`config.mk`:
```
export PLATFORM = sky130hd
export DESIGN_NAME = status_poller_flat
export DESIGN_NICKNAME = d
export VERILOG_FILES = /design/src/rtl/status_poller_if.sv /design/src/rtl/status_poller.sv /design/src/flat_wrapper.sv
export SDC_FILE = /design/constraint.sdc
export NUM_CORES = 1
export LEC_CHECK = 0
export CORE_MARGIN = 2
export CORE_UTILIZATION = 44
export CTS_BUF_LIST = sky130_fd_sc_hd__clkbuf_16
export DETAILED_ROUTE_END_ITERATION = 10
export PLACE_DENSITY = 0.86
export SKIP_CTS_REPAIR_TIMING = 1
export SLEW_MARGIN = 15
export SYNTH_ARGS = -nofsm -noshare
export SYNTH_HDL_FRONTEND = slang
export SYNTH_SLANG_ARGS = --single-unit
```
`constraint.sdc`:
```
create_clock -name clk -period 5.3 [get_ports clk]
set_clock_uncertainty 0.05 [all_clocks]
set_input_delay 1.06 -clock clk [delete_from_list [all_inputs] [get_ports clk]]
set_output_delay 1.06 -clock clk [all_outputs]
set_load 0.005 [all_outputs]
```
`src/rtl/status_poller_if.sv`:
```
// Signal bundle for the status poller: single-cycle register read bus plus the
// indexed result stream. The poller uses the master view, responders/sinks the slave view.
interface status_poller_if #(
  parameter int DATA_WIDTH = 32,
  parameter int ADDR_WIDTH = 32,
  parameter int IDX_WIDTH  = 2
) ();
  logic [ADDR_WIDTH-1:0] ps_addr;
  logic                  ps_rden;
  logic [DATA_WIDTH-1:0] ps_rdat;
  logic                  ps_rvld;

  logic [DATA_WIDTH-1:0] odata;
  logic [IDX_WIDTH-1:0]  oidx;
  logic                  oerr;
  logic                  ovld;
  logic                  iready;

  modport master (
    output ps_addr, ps_rden,
    input  ps_rdat, ps_rvld,
    output odata, oidx, oerr, ovld,
    input  iready
  );

  modport slave (
    input  ps_addr, ps_rden,
    output ps_rdat, ps_rvld,
    input  odata, oidx, oerr, ovld,
    output iready
  );
endinterface

```
`src/rtl/status_poller.sv`:
```
// Sweeps NUM_REGS register addresses over the read bus on a start pulse and
// streams each returned word (or a timeout marker) out with its index.
module status_poller #(
  parameter int                    DATA_WIDTH  = 32,
  parameter int                    ADDR_WIDTH  = 32,
  parameter int                    NUM_REGS    = 4,
  parameter int                    IDX_WIDTH   = 2,
  parameter logic [ADDR_WIDTH-1:0] BASE_ADDR   = '0,
  parameter logic [ADDR_WIDTH-1:0] ADDR_STRIDE = ADDR_WIDTH'(4),
  parameter int                    TIMEOUT     = 8
) (
  input  logic                clk,
  input  logic                rst,
  input  logic                istart,
  status_poller_if.master     bus,
  output logic                obusy,
  output logic                odone,
  output logic                oerr_any
);

  localparam int                    WAIT_W    = $clog2(TIMEOUT + 1);
  localparam logic [WAIT_W-1:0]     WAIT_LAST = WAIT_W'(TIMEOUT - 1);
  localparam logic [IDX_WIDTH-1:0]  LAST_IDX  = IDX_WIDTH'(NUM_REGS - 1);

  typedef enum logic [1:0] {IDLE, READ, PUSH, DONE} state_t;

  state_t                state_q, state_d;
  logic [IDX_WIDTH-1:0]  idx_q, idx_d;
  logic [WAIT_W-1:0]     wait_q, wait_d;
  logic [DATA_WIDTH-1:0] odata_q, odata_d;
  logic [IDX_WIDTH-1:0]  oidx_q, oidx_d;
  logic                  oerr_q, oerr_d;
  logic                  ovld_q, ovld_d;
  logic                  obusy_q, obusy_d;
  logic                  odone_q, odone_d;
  logic                  oerr_any_q, oerr_any_d;
  logic [ADDR_WIDTH-1:0] ps_addr_q, ps_addr_d;
  logic                  ps_rden_q, ps_rden_d;

  always_comb begin
    state_d    = state_q;
    idx_d      = idx_q;
    wait_d     = wait_q;
    odata_d    = odata_q;
    oidx_d     = oidx_q;
    oerr_d     = oerr_q;
    oerr_any_d = oerr_any_q;

    case (state_q)
      IDLE: begin
        if (istart) begin
          idx_d      = '0;
          wait_d     = '0;
          oerr_any_d = 1'b0;
          state_d    = READ;
        end
      end
      READ: begin
        // A response in the final wait cycle still beats the timeout.
        if (bus.ps_rvld) begin
          odata_d = bus.ps_rdat;
          oerr_d  = 1'b0;
          oidx_d  = idx_q;
          state_d = PUSH;
        end else if (wait_q == WAIT_LAST) begin
          odata_d    = '0;
          oerr_d     = 1'b1;
          oidx_d     = idx_q;
          oerr_any_d = 1'b1;
          state_d    = PUSH;
        end else begin
          wait_d = wait_q + WAIT_W'(1);
        end
      end
      PUSH: begin
        if (bus.iready) begin
          if (idx_q == LAST_IDX) begin
            state_d = DONE;
          end else begin
            idx_d   = idx_q + IDX_WIDTH'(1);
            wait_d  = '0;
            state_d = READ;
          end
        end
      end
      DONE: state_d = IDLE;
      default: state_d = IDLE;
    endcase

    // Outputs are decoded from the next state so they can be registered
    // without adding a cycle of latency.
    ps_rden_d = (state_d == READ);
    ps_addr_d = ps_rden_d ? (BASE_ADDR + ADDR_WIDTH'(idx_d) * ADDR_STRIDE) : '0;
    ovld_d    = (state_d == PUSH);
    obusy_d   = (state_d == READ) || (state_d == PUSH);
    odone_d   = (state_d == DONE);
  end

  always_ff @(posedge clk or negedge rst) begin
    if (!rst) begin
      state_q    <= IDLE;
      idx_q      <= '0;
      wait_q     <= '0;
      odata_q    <= '0;
      oidx_q     <= '0;
      oerr_q     <= 1'b0;
      ovld_q     <= 1'b0;
      obusy_q    <= 1'b0;
      odone_q    <= 1'b0;
      oerr_any_q <= 1'b0;
      ps_addr_q  <= '0;
      ps_rden_q  <= 1'b0;
    end else begin
      state_q    <= state_d;
      idx_q      <= idx_d;
      wait_q     <= wait_d;
      odata_q    <= odata_d;
      oidx_q     <= oidx_d;
      oerr_q     <= oerr_d;
      ovld_q     <= ovld_d;
      obusy_q    <= obusy_d;
      odone_q    <= odone_d;
      oerr_any_q <= oerr_any_d;
      ps_addr_q  <= ps_addr_d;
      ps_rden_q  <= ps_rden_d;
    end
  end

  assign bus.ps_addr = ps_addr_q;
  assign bus.ps_rden = ps_rden_q;
  assign bus.odata   = odata_q;
  assign bus.oidx    = oidx_q;
  assign bus.oerr    = oerr_q;
  assign bus.ovld    = ovld_q;
  assign obusy       = obusy_q;
  assign odone       = odone_q;
  assign oerr_any    = oerr_any_q;

endmodule
```
`src/flat_wrapper.sv`:
```
// flat-port wrapper written by rule: the top's interface ports become plain ports
module status_poller_flat 
#(
  parameter int                    DATA_WIDTH  = 32,
  parameter int                    ADDR_WIDTH  = 32,
  parameter int                    NUM_REGS    = 4,
  parameter int                    IDX_WIDTH   = 2,
  parameter logic [ADDR_WIDTH-1:0] BASE_ADDR   = '0,
  parameter logic [ADDR_WIDTH-1:0] ADDR_STRIDE = ADDR_WIDTH'(4),
  parameter int                    TIMEOUT     = 8
)
  (clk, rst, istart, obusy, odone, oerr_any, bus_ps_addr, bus_ps_rden, bus_ps_rdat, bus_ps_rvld, bus_odata, bus_oidx, bus_oerr, bus_ovld, bus_iready);
  status_poller_if #(.DATA_WIDTH(DATA_WIDTH), .ADDR_WIDTH(ADDR_WIDTH), .IDX_WIDTH(IDX_WIDTH)) bus_i ();
  input  logic clk;
  input  logic rst;
  input  logic istart;
  output logic obusy;
  output logic odone;
  output logic oerr_any;
  output wire logic [$bits(bus_i.ps_addr)-1:0] bus_ps_addr;
  output wire logic [$bits(bus_i.ps_rden)-1:0] bus_ps_rden;
  input wire logic [$bits(bus_i.ps_rdat)-1:0] bus_ps_rdat;
  input wire logic [$bits(bus_i.ps_rvld)-1:0] bus_ps_rvld;
  output wire logic [$bits(bus_i.odata)-1:0] bus_odata;
  output wire logic [$bits(bus_i.oidx)-1:0] bus_oidx;
  output wire logic [$bits(bus_i.oerr)-1:0] bus_oerr;
  output wire logic [$bits(bus_i.ovld)-1:0] bus_ovld;
  input wire logic [$bits(bus_i.iready)-1:0] bus_iready;
  assign bus_ps_addr = bus_i.ps_addr;
  assign bus_ps_rden = bus_i.ps_rden;
  assign bus_i.ps_rdat = bus_ps_rdat;
  assign bus_i.ps_rvld = bus_ps_rvld;
  assign bus_odata = bus_i.odata;
  assign bus_oidx = bus_i.oidx;
  assign bus_oerr = bus_i.oerr;
  assign bus_ovld = bus_i.ovld;
  assign bus_i.iready = bus_iready;
  status_poller #(.DATA_WIDTH(DATA_WIDTH), .ADDR_WIDTH(ADDR_WIDTH), .NUM_REGS(NUM_REGS), .IDX_WIDTH(IDX_WIDTH), .BASE_ADDR(BASE_ADDR), .ADDR_STRIDE(ADDR_STRIDE), .TIMEOUT(TIMEOUT)) u_core (.clk(clk), .rst(rst), .istart(istart), .bus(bus_i), .obusy(obusy), .odone(odone), .oerr_any(oerr_any));
endmodule
```
# [Yosys cells after proc, flatten, opt, wreduce, memory -nomap -nowiden]
# Cells that the tools add are included.
[classes] muxes=26 n_reduce_logical=8 eq_ne=14 n_addsub=2
[ops] operator="$mux W32" count=2
[ops] operator="$mux W4" count=6
[ops] operator="$mux W2" count=10
[ops] operator="$pmux W4 S3" count=1
[ops] operator="$eq A2 B2 Y1 const B" count=5
[ops] operator="$ne A2 B2 Y1 const B" count=5
[ops] operator="$pmux W2 S4" count=1
[ops] operator="$reduce_and A6 Y1" count=1
[ops] operator="$add A4 B1 Y4 const B" count=1
[ops] operator="$eq A2 B1 Y1 const B" count=2
[ops] operator="$eq A4 B3 Y1 const B" count=1
[ops] operator="$mux W1" count=4
[ops] operator="$pmux W2 S2" count=1
[ops] operator="$reduce_and A4 Y1" count=1
[ops] operator="$reduce_bool A2 Y1" count=2
[ops] operator="$reduce_bool A3 Y1" count=1
[ops] operator="$add A2 B1 Y2 const B" count=1
[ops] operator="$logic_not A2 Y1" count=1
[ops] operator="$ne A2 B1 Y1 const B" count=1
[ops] operator="$pmux W1 S2" count=1
[ops] operator="$reduce_and A2 Y1" count=1
[ops] operator="$logic_or A1 B1 Y1" count=1
[word_totals] register_bits=80 elab_cells=62 in_bits=37 output_inout_bits=72

# [Depth between registers and ports, before layout]
# Gate-level depths: netlist of run 1.
[logic_depth] ltp_word=6 mapped_depth=8 ltp_nobuf=7

# [Worst setup path after synthesis of run 1]
# Ideal clock, no wire load.
[synth_timing] path_type="input to register" start="input port istart" end="register u_core.ps_addr_q[2], in the netlist u_core.bus.ps_addr[2]" stages=5 arrival_time_ns=1.843 slack_ns=3.288 required_time_ns=5.131 path_buffers=0 setup_time_ns=0.119 cell_sequence="nand2b_1 -> a21boi_0 -> o21ai_0 -> ha_1 -> and2_1"
[synth_via] elab_chain_cells=4 word_cells_on_any_way=6 classes_between="eq/ne (1); mux (5)"
[synth_rtl] item="from (decl)" line_no="flat_wrapper.sv:16" text="input logic istart;"
[synth_rtl] item="$mux W2" line_no="status_poller.sv:51" text="if (istart) begin"
[synth_rtl] item="$pmux W2 S4" line_no="status_poller.sv:49" text="case (state_q)"
[synth_rtl] item="via u_core.state_d[0]" line_no="status_poller.sv:27" text="state_t state_q, state_d;"
[synth_rtl] item="$eq A2 B1 Y1" line_no="status_poller.sv:92" text="ps_rden_d = (state_d == READ);"
[synth_rtl] item="via u_core.ps_rden_d" line_no="status_poller.sv:38" text="logic ps_rden_q, ps_rden_d;"
[synth_rtl] item="$mux W4" line_no="status_poller.sv:93" text="ps_addr_d = ps_rden_d ? (BASE_ADDR + ADDR_WIDTH'(idx_d) * ADDR_STRIDE) : '0;"
[synth_rtl] item="via u_core.ps_addr_d[2]" line_no="status_poller.sv:37" text="logic [ADDR_WIDTH-1:0] ps_addr_q, ps_addr_d;"
[synth_rtl] item="to (signal assigned)" line_no="status_poller.sv:124" text="ps_addr_q <= ps_addr_d;"
[synth_rtl] item="to (decl)" line_no="status_poller.sv:37"
# The timed path passes the listed nets, and every way through them passes these cells.
# A chain may end at the register's enable or synchronous reset.

# [Worst setup path in the final report of run 1]
[layout_timing] start="input port bus_ps_rvld" end="register u_core.ps_addr_q[2], in the netlist u_core.bus.ps_addr[2]"
[layout_via] elab_chain_cells=4
[layout_rtl] item="from (decl)" line_no="flat_wrapper.sv:23" text="input wire logic [$bits(bus_i.ps_rvld)-1:0] bus_ps_rvld;"
[layout_rtl] item="$mux W2" line_no="status_poller.sv:60" text="if (bus.ps_rvld) begin"
[layout_rtl] item="$pmux W2 S4" line_no="status_poller.sv:49"
[layout_rtl] item="$eq A2 B1 Y1" line_no="status_poller.sv:92"
[layout_rtl] item="via u_core.ps_rden_d" line_no="status_poller.sv:38"
[layout_rtl] item="$mux W4" line_no="status_poller.sv:93"
[layout_rtl] item="via u_core.ps_addr_d[2]" line_no="status_poller.sv:37"
# The timed path passes the listed nets, and every way through them passes these cells.

==> metrics.yaml, run 1 <==
sta:
  tightest_slew_ns: 0.933
  post-route-period-util_pct: 52.5
  tns_ns: 0
  finalSetupViolCount: 0
  max_slew_margin_pct: 37.6
  hold_slack_ns: 0.448
  max_freq_mhz: 359
  rsz0062_at_grt: "no"
  drv_slew: 0
  hold_viol: 0
  finalCriticalPeriod_ns: 2.78
placed_design:
  hpwl_mm: 3.38
  placed_cell_area_mm2: 0.00296
  dp.cells: 320
  gp_congestion: 0.835
  portBuffers: 78
power_and_ir_drop:
  p_leak_nw: 1.39
  sw_frac_of_total_pct: 29.2
  powerDensity_mw_per_mm2: 513
  peakVddDrop_mv: 0.223
  fin_total_pwr_mw: 1.59
  intPower_mw: 1.13
  seqPwrFrac_pct: 39.6
  pwr-share-comb_pct: 41.0
  p_sw_uw: 465
  power_frac_clock_pct: 19.4
worst_setup_path:
  rrSetupSlack_ns: 2.89
  crit_required_ns: 5.47
  critPathMaxFanout: 35
  crit_path_start_kind: "input pin"
  crit_arrival_ns: 2.95
  cp_top_family: "compound AO/OA/AOI/OAI gates"
  critPathKind: "input pin to flip-flop"
  cp_slowest_cell: "o21ai_4"
  crit_chain: "clkdlybuf4s50_1, o21ai_4, o21a_4, ha_1, and2_1"
  worst-path-buf-inv: 1
  end_kind: "flip-flop"
  cpPeakStageDelay_ns: 0.79
floorplan:
  core_area_mm2: 0.00504
  io_pins: 109
  dieHeight_um: 76.0
  die_area_mm2: 0.00577
  initial_utilization_pct: 45.2
  rows: 26
  die_x_um: 76.0
synthesis:
  synth.distinct_cells: 35
  synth_common_cells: "dfrtp_1 (50), buf_4 (31), a22o_2 (30)"
  netlist.top_cell.by_area: "dfrtp_1"
  yosysTopAreaCellShare_pct: 54.9
  syn-instance-count: 182
  synth_edf_count: 0
  ys_ff_latch: 50
  avgSynthCellArea_um2: 12.5
  yosys_warnings: 0
  synth.cell_area_mm2: 0.00228
  yosysSeqAreaShare_pct: 54.9
  synth_flop_cell: "dfrtp_1"
  synthTopCellsByArea: "dfrtp_1 (55%), a22o_2 (13%), buf_4 (10%)"
  ys_async_sr_fraction_pct: 100
  yosysMostFrequentCell: "dfrtp_1"
worst_hold_path:
  hp-class: "flip-flop to flip-flop"
final_layout:
  fin_area_mm2: 0.00311
  antenna_cells: 0
  stdcell_count: 328
  area_growth_pct: 36.4
  drive_gt1_share_pct: 18.2
  num-nets-final: 298
drt:
  wl_mm: 4.77
  drt_pass1_iterations: 4
  antenna_left: 0
  dr.max_layer_used: "met4"
  drc: 0
  wl_per_cell_um: 14.5
  via_count: 1546
  met3_wirelength_um: 248
  drtIter0Drc: 72
  via_per_inst: 4.71
  met2_length_mm: 2.40
  drt-met1-wl_mm: 2.11
global_routing:
  grt-ovfl-total: 0
  antenna_found_initial: 0
  grt_pass1_vias: 1503
  grtUsageTotal_pct: 16.5
  grt_pass1_wl_mm: 7.69
  grt_max_degree: 51
outcome:
  status: "finished clean"
clock_network:
  clkTransAtPathRegs_ns: 0.06
  clkLatencyLatePin_ns: 0.28
  cts_tree: "done"
  cts_max_path_buffers: 2
  root_buffer: "clkbuf_16"
  cts_sinks: 50
  cts_buffers: 5
  cts-htree-levels: 2
run:
  timing.max_cap.violations: 0
## cell type report
| cell class | instances | area, um2 |
|---|---|---|
| Clock inverter | 3 | 21.3 |
| Clock buffer | 5 | 125 |
| Multi-Input combinational cell | 118 | 828 |
| Fill cell | 408 | 1940 |
| Inverter | 4 | 15.0 |
| Sequential cell | 50 | 1250 |
| Timing Repair Buffer | 78 | 778 |
| Tap cell | 70 | 87.6 |
## layer usage
| layer | track usage [%] | vias up |
|---|---|---|
| met5 | 0 | - |
| met1 | 22.3 | 751 |
| met2 | 27.5 | 58 |
| met4 | 3.82 | 0 |
| li1 | - | 735 |
| met3 | 3.57 | 2 |
## state kept, by name, indices dropped and copies added (netlist names)
register and cells:
u_core.bus.odata 32, u_core.bus.oerr 1, u_core.bus.oidx 2, u_core.bus.ovld 1
u_core.bus.ps_addr 2, u_core.bus.ps_rden 1, u_core.idx_q 2, u_core.obusy 1
u_core.odone 1, u_core.oerr_any 1, u_core.state_q 2, u_core.wait_q 4
## through the flow
stage	utilization, %	setup WS [ns]
after detailed placement	58.7	2.21
after global routing	61.6	2.33
after CTS	61.6	2.50
after global placement	58.6	2.12
after floorplan	-	3.29
final	61.6	2.52
## worst paths after layout
path                                  start                    end  depth (start not counted)
min reg2reg                 u_core.bus.oerr        u_core.bus.oerr                          2
max                             bus_ps_rvld  u_core.bus.ps_addr[2]                          5
max reg2reg                u_core.wait_q[0]  u_core.bus.ps_addr[2]                          6
min in group asynchronous               rst   u_core.bus.odata[20]                          1
min                         u_core.bus.oerr        u_core.bus.oerr                          2
max in group asynchronous               rst       u_core.wait_q[2]                          1
## tightest hold or removal path: cells and delay by family, from the launching register on
| kind | cells | cell delay, ns |
|---|---|---|
| simple gates | 1 | 0.07 |
| flops | 1 | 0.35 |
| compound gates | 1 | 0.04 |
## placed cells by master (no fill, tap or decap)
cell type,count
nand3b_1,1
o21ai_4,1
inv_1,3
and3b_1,1
a22o_1,2
a21boi_0,3
clkinvlp_4,1
clkinv_2,1
conb_1,30
nor2_1,7
a31oi_1,2
clkbuf_16,5
buf_4,1
nand2b_1,4
and2_1,2
nand2_1,4
and2b_2,1
a21oi_1,7
a22o_2,30
nor3_1,2
dfrtp_1,50
clkinv_4,1
clkdlybuf4s50_1,77
o21a_1,1
o21ai_0,4
inv_2,1
nor2_4,1
o21a_4,1
nor2b_1,1
nor4_1,1
mux2_2,2
o221ai_1,1
a41o_2,1
mux2i_1,2
ha_1,4
and4b_1,1
nand4b_1,1
## power groups by stage
stage | clock [mW] | combinational, mW | sequential (mW)
after detailed placement | 0 | 0.660 | 0.634
final | 0.309 | 0.653 | 0.631
after CTS | 0.315 | 0.663 | 0.629
after floorplan | 0 | 0.339 | 0.624
after global placement | 0 | 0.631 | 0.634
after global routing | 0.333 | 0.709 | 0.652
## cell families after synthesis
family / Yosys count / share of synthesized area [%]
buffers and inverters: 43 / 13.8
and+or+nand+nor: 27 / 6.54
AOI/OAI and AO/OA: 53 / 20.5
other: 1 / 0.165
DFF: 50 / 54.9
adders and majority gates: 4 / 2.20
muxes: 4 / 1.87
(Power assumes the default switching activity.)
==> run 2: changes to the inputs <==
- CORE_UTILIZATION: 44 -> 41
- PLACE_DENSITY: 0.86 -> 0.81
- clock period: 5.3 -> 2.8 ns (I/O delays scaled with it)
==> metrics.yaml, run 2 (synthesis gave the netlist of run 1 again) <==
clock_network:
  cts_max_path_buffers: 2
  cts_tree: "done"
  cts_buffers: 5
  clkTransAtPathRegs_ns: 0.06
  root_buffer: "clkbuf_16"
  cts_sinks: 50
  cts-htree-levels: 2
  clkLatencyLatePin_ns: 0.28
floorplan:
  dieHeight_um: 78.5
  io_pins: 109
  rows: 27
  die_x_um: 78.5
  initial_utilization_pct: 41.9
  core_area_mm2: 0.00544
  die_area_mm2: 0.00617
global_routing:
  grt_pass1_vias: 1522
  antenna_found_initial: 0
  grtUsageTotal_pct: 14.7
  grt_max_degree: 51
  grt_pass1_wl_mm: 7.27
  grt-ovfl-total: 0
worst_setup_path:
  crit_required_ns: 2.97
  end_kind: "flip-flop"
  rrSetupSlack_ns: 0.78
  critPathMaxFanout: 21
  crit_arrival_ns: 2.19
  crit_path_start_kind: "flip-flop"
  critPathKind: "flip-flop to flip-flop"
sta:
  drv_slew: 0
  tns_ns: 0
  rsz0062_at_grt: "no"
  post-route-period-util_pct: 72.2
  max_slew_margin_pct: 58.8
  finalCriticalPeriod_ns: 2.02
  max_freq_mhz: 495
  hold_viol: 0
  tightest_slew_ns: 0.618
  fin_ws_ns: 0.779
  finalSetupViolCount: 0
final_layout:
  area_growth_pct: 37.5
  antenna_cells: 0
  fin_util_pct: 57.6
  final_common_cell: "clkdlybuf4s50_1"
  fill_cells: 442
  num-nets-final: 302
  final_cell_mix: "clkdlybuf4s50_1 (77), dfrtp_1 (50), a22o_2 (30), conb_1 (30)"
  largest_reg_flops: 32
  drive_gt1_share_pct: 19.5
power_and_ir_drop:
  peakVddDrop_mv: 0.396
  fin_total_pwr_mw: 3.00
  powerDensity_mw_per_mm2: 958
  p_leak_nw: 1.41
drt:
  wl_per_cell_um: 13.3
  drc: 0
  via_per_inst: 4.67
  antenna_left: 0
  drtIter0Drc: 52
  drt_pass1_iterations: 4
  wl_mm: 4.44
  via_count: 1561
placed_design:
  hpwl_mm: 3.19
  portBuffers: 78
  pre_cts_ws_ns: 0.558
  gp_congestion: 0.748
outcome:
  status: "finished clean"
worst_hold_path:
  hp-class: "input pin to asynchronous set/reset pin"
run:
  timing.max_cap.violations: 0
[run 2: cell types whose count changed in the layout (fill, tap and decap cells not counted), sizes merged]
cell	before	now
buf	1	5
[run 2: final cells by class]
class | count | area (um2) | area share (%)
Sequential cell | 50 | 1250 | 40.0
Multi-Input combinational cell | 118 | 823 | 26.3
Timing Repair Buffer | 82 | 806 | 25.7
Clock buffer | 5 | 125 | 4.00
Tap cell | 72 | 90.1 | 2.88
Clock inverter | 3 | 21.3 | 0.679
Inverter | 4 | 15.0 | 0.479
[run 2: worst paths after layout]
kind,from,endpoint,cells after the start
worst max-delay path,u_core.wait_q[0],u_core.bus.odata[11],5
worst min-delay path,rst,u_core.bus.odata[20],2
min in group clk,u_core.bus.oerr,u_core.bus.oerr,2
worst max register to register,u_core.wait_q[0],u_core.bus.odata[11],5
max in group asynchronous,rst,u_core.bus.oidx[0],2
worst min register to register,u_core.bus.oerr,u_core.bus.oerr,2
[run 2: power by group]
| part | internal, mW | total [mW] | switching, mW |
|---|---|---|---|
| Clock | 0.330 | 0.579 | 0.249 |
| Sequential | 1.00 | 1.18 | 0.178 |
| Combinational | 0.813 | 1.24 | 0.425 |
[run 2: per-layer routing]
layer / wire length [um] / part of all wire [%] / vias to the layer above / GRT usage [%]
met2: 2100 / 47 / 62 / 24.2
met3: 352 / 7.9 / 4 / 4.25
met4: 27 / 0.61 / 0 / 3.16
met5: 0 / 0 / - / 0
met1: 1960 / 44 / 748 / 19.4
li1: - / - / 747 / -
[run 2: stage by stage]
stage	hold WS, ns	instance area, um2	instances
after floorplan	0.214	2390	211
final	0.336	3130	334
after CTS	0.358	3130	334
after detailed placement	0.433	2990	326
after global routing	0.404	3130	334
after global placement	0.432	2990	326
[run 2: critical path: stages (launching register included)]
cell and delay (ns):
dfrtp_1 0.41, ha_1 0.25, and3b_1 0.28, o21ai_4 0.44, buf_4 0.34, a22o_2 0.19
==> run 3: changes to the inputs <==
- clock period: 2.8 -> 1.9 ns (I/O delays scaled with it)
==> metrics.yaml, run 3 (synthesis gave the netlist of run 1 again) <==
outcome:
  status: "finished clean"
placed_design:
  hpwl_mm: 3.32
  gp_congestion: 0.778
  portBuffers: 78
floorplan:
  die_x_um: 78.5
  io_pins: 109
  dieHeight_um: 78.5
  rows: 27
  die_area_mm2: 0.00617
  initial_utilization_pct: 41.9
  core_area_mm2: 0.00544
worst_setup_path:
  r2r_start: "u_core.wait_q[0]"
  r2r_end: "u_core.bus.ps_addr[2]"
  end_kind: "flip-flop"
  r2r_cells: 7
  critPathMaxFanout: 5
  crit_path_start_kind: "flip-flop"
  critPathKind: "flip-flop to flip-flop"
  rrSetupSlack_ns: 0.08
  crit_arrival_ns: 1.99
  crit_required_ns: 2.07
final_layout:
  fill_cells: 451
  area_growth_pct: 42.8
  final_cell_mix: "clkdlybuf4s50_1 (77), dfrtp_1 (50), a22o_2 (30), conb_1 (30), buf_4 (9)"
  num-nets-final: 309
  largest_reg_flops: 32
  antenna_cells: 0
  final_common_cell: "clkdlybuf4s50_1"
  fin_util_pct: 59.8
  drive_gt1_share_pct: 21.6
drt:
  drt_pass1_iterations: 4
  met2_length_mm: 2.30
  drt-met1-wl_mm: 2.09
  drtIter0Drc: 70
  via_per_inst: 4.78
  via_count: 1630
  dr.max_layer_used: "met4"
  drc: 0
  wl_mm: 4.74
  wl_per_cell_um: 13.9
  antenna_left: 0
  met3_wirelength_um: 315
sta:
  drv_slew: 0
  max_freq_mhz: 550
  finalSetupViolCount: 0
  rsz0062_at_grt: "no"
  hold_viol: 0
  post-route-period-util_pct: 95.7
  finalCriticalPeriod_ns: 1.82
  tns_ns: 0
clock_network:
  cts_tree: "done"
  clkTransAtPathRegs_ns: 0.07
  clkLatencyLatePin_ns: 0.28
  cts-htree-levels: 2
  root_buffer: "clkbuf_16"
  cts_sinks: 50
  cts_buffers: 5
  cts_max_path_buffers: 2
power_and_ir_drop:
  p_leak_nw: 1.47
  powerDensity_mw_per_mm2: 1480
  peakVddDrop_mv: 0.716
global_routing:
  grt_max_degree: 51
  grt_pass1_vias: 1580
  grt_pass1_wl_mm: 7.73
  grt-ovfl-total: 0
  grtUsageTotal_pct: 15.8
  antenna_found_initial: 0
worst_hold_path:
  hp-class: "input pin to asynchronous set/reset pin"
run:
  timing.max_cap.violations: 0
-- run 3: cell count changes in the layout (fill, tap and decap cells not counted), sizes merged --
cell / before / now
buf: 5 / 12
clkinvlp: 1 / 0
clkinv: 2 / 1
bufinv: 0 / 2
-- run 3: worst max-delay path by stage --
stage | to | start | depth (start not counted)
after floorplan | u_core.bus.ovld | u_core.wait_q[0] | 8
after global placement | u_core.bus.ps_addr[2] | bus_ps_rvld | 6
after detailed placement | u_core.bus.ps_addr[3] | istart | 6
after CTS | u_core.bus.ps_addr[3] | u_core.wait_q[0] | 7
after global routing | u_core.bus.ps_addr[2] | u_core.wait_q[0] | 7
final | u_core.bus.ps_addr[2] | u_core.wait_q[0] | 7
-- run 3: final cells by class --
cell class                      count  area, um2  share of cell area (%)
Clock buffer                        5        125                    3.84
Timing Repair Buffer               89        883                    27.1
Multi-Input combinational cell    118        826                    25.4
Clock inverter                      3       63.8                    1.96
Sequential cell                    50       1250                    38.4
Tap cell                           72       90.1                    2.77
Inverter                            4       15.0                   0.461
-- run 3: worst max-delay path, cell delays in order (launching register included) --
cell and delay [ns]:
dfrtp_1 0.41, ha_2 0.22, and3b_1 0.20, buf_4 0.16
o21ai_4 0.24, o21a_4 0.17, ha_1 0.17, and2_1 0.13
-- run 3: routing by layer --
metal  GRT usage, %  vias up
met5              0        -
met4           4.91        0
met1           21.5      805
met2           24.7       60
met3           4.25        6
li1               -      759
-- run 3: power breakdown --
group	internal [mW]	leakage [nW]	switching, mW
Combinational	1.27	0.742	0.709
Sequential	1.48	0.640	0.226
Clock	0.750	0.0915	0.374
-- run 3: stage by stage --
step,hold WS [ns],std cells,power [mW],setup WS [ns],area [um2]
after floorplan,0.0344,211,2.69,0.0873,2390
after global placement,0.338,333,3.66,0.0583,3060
after detailed placement,0.340,333,3.72,0.0180,3060
after CTS,0.0422,341,4.87,0.0368,3250
after global routing,0.0491,341,5.13,0.00498,3250
final,0.0260,341,4.81,0.0815,3250
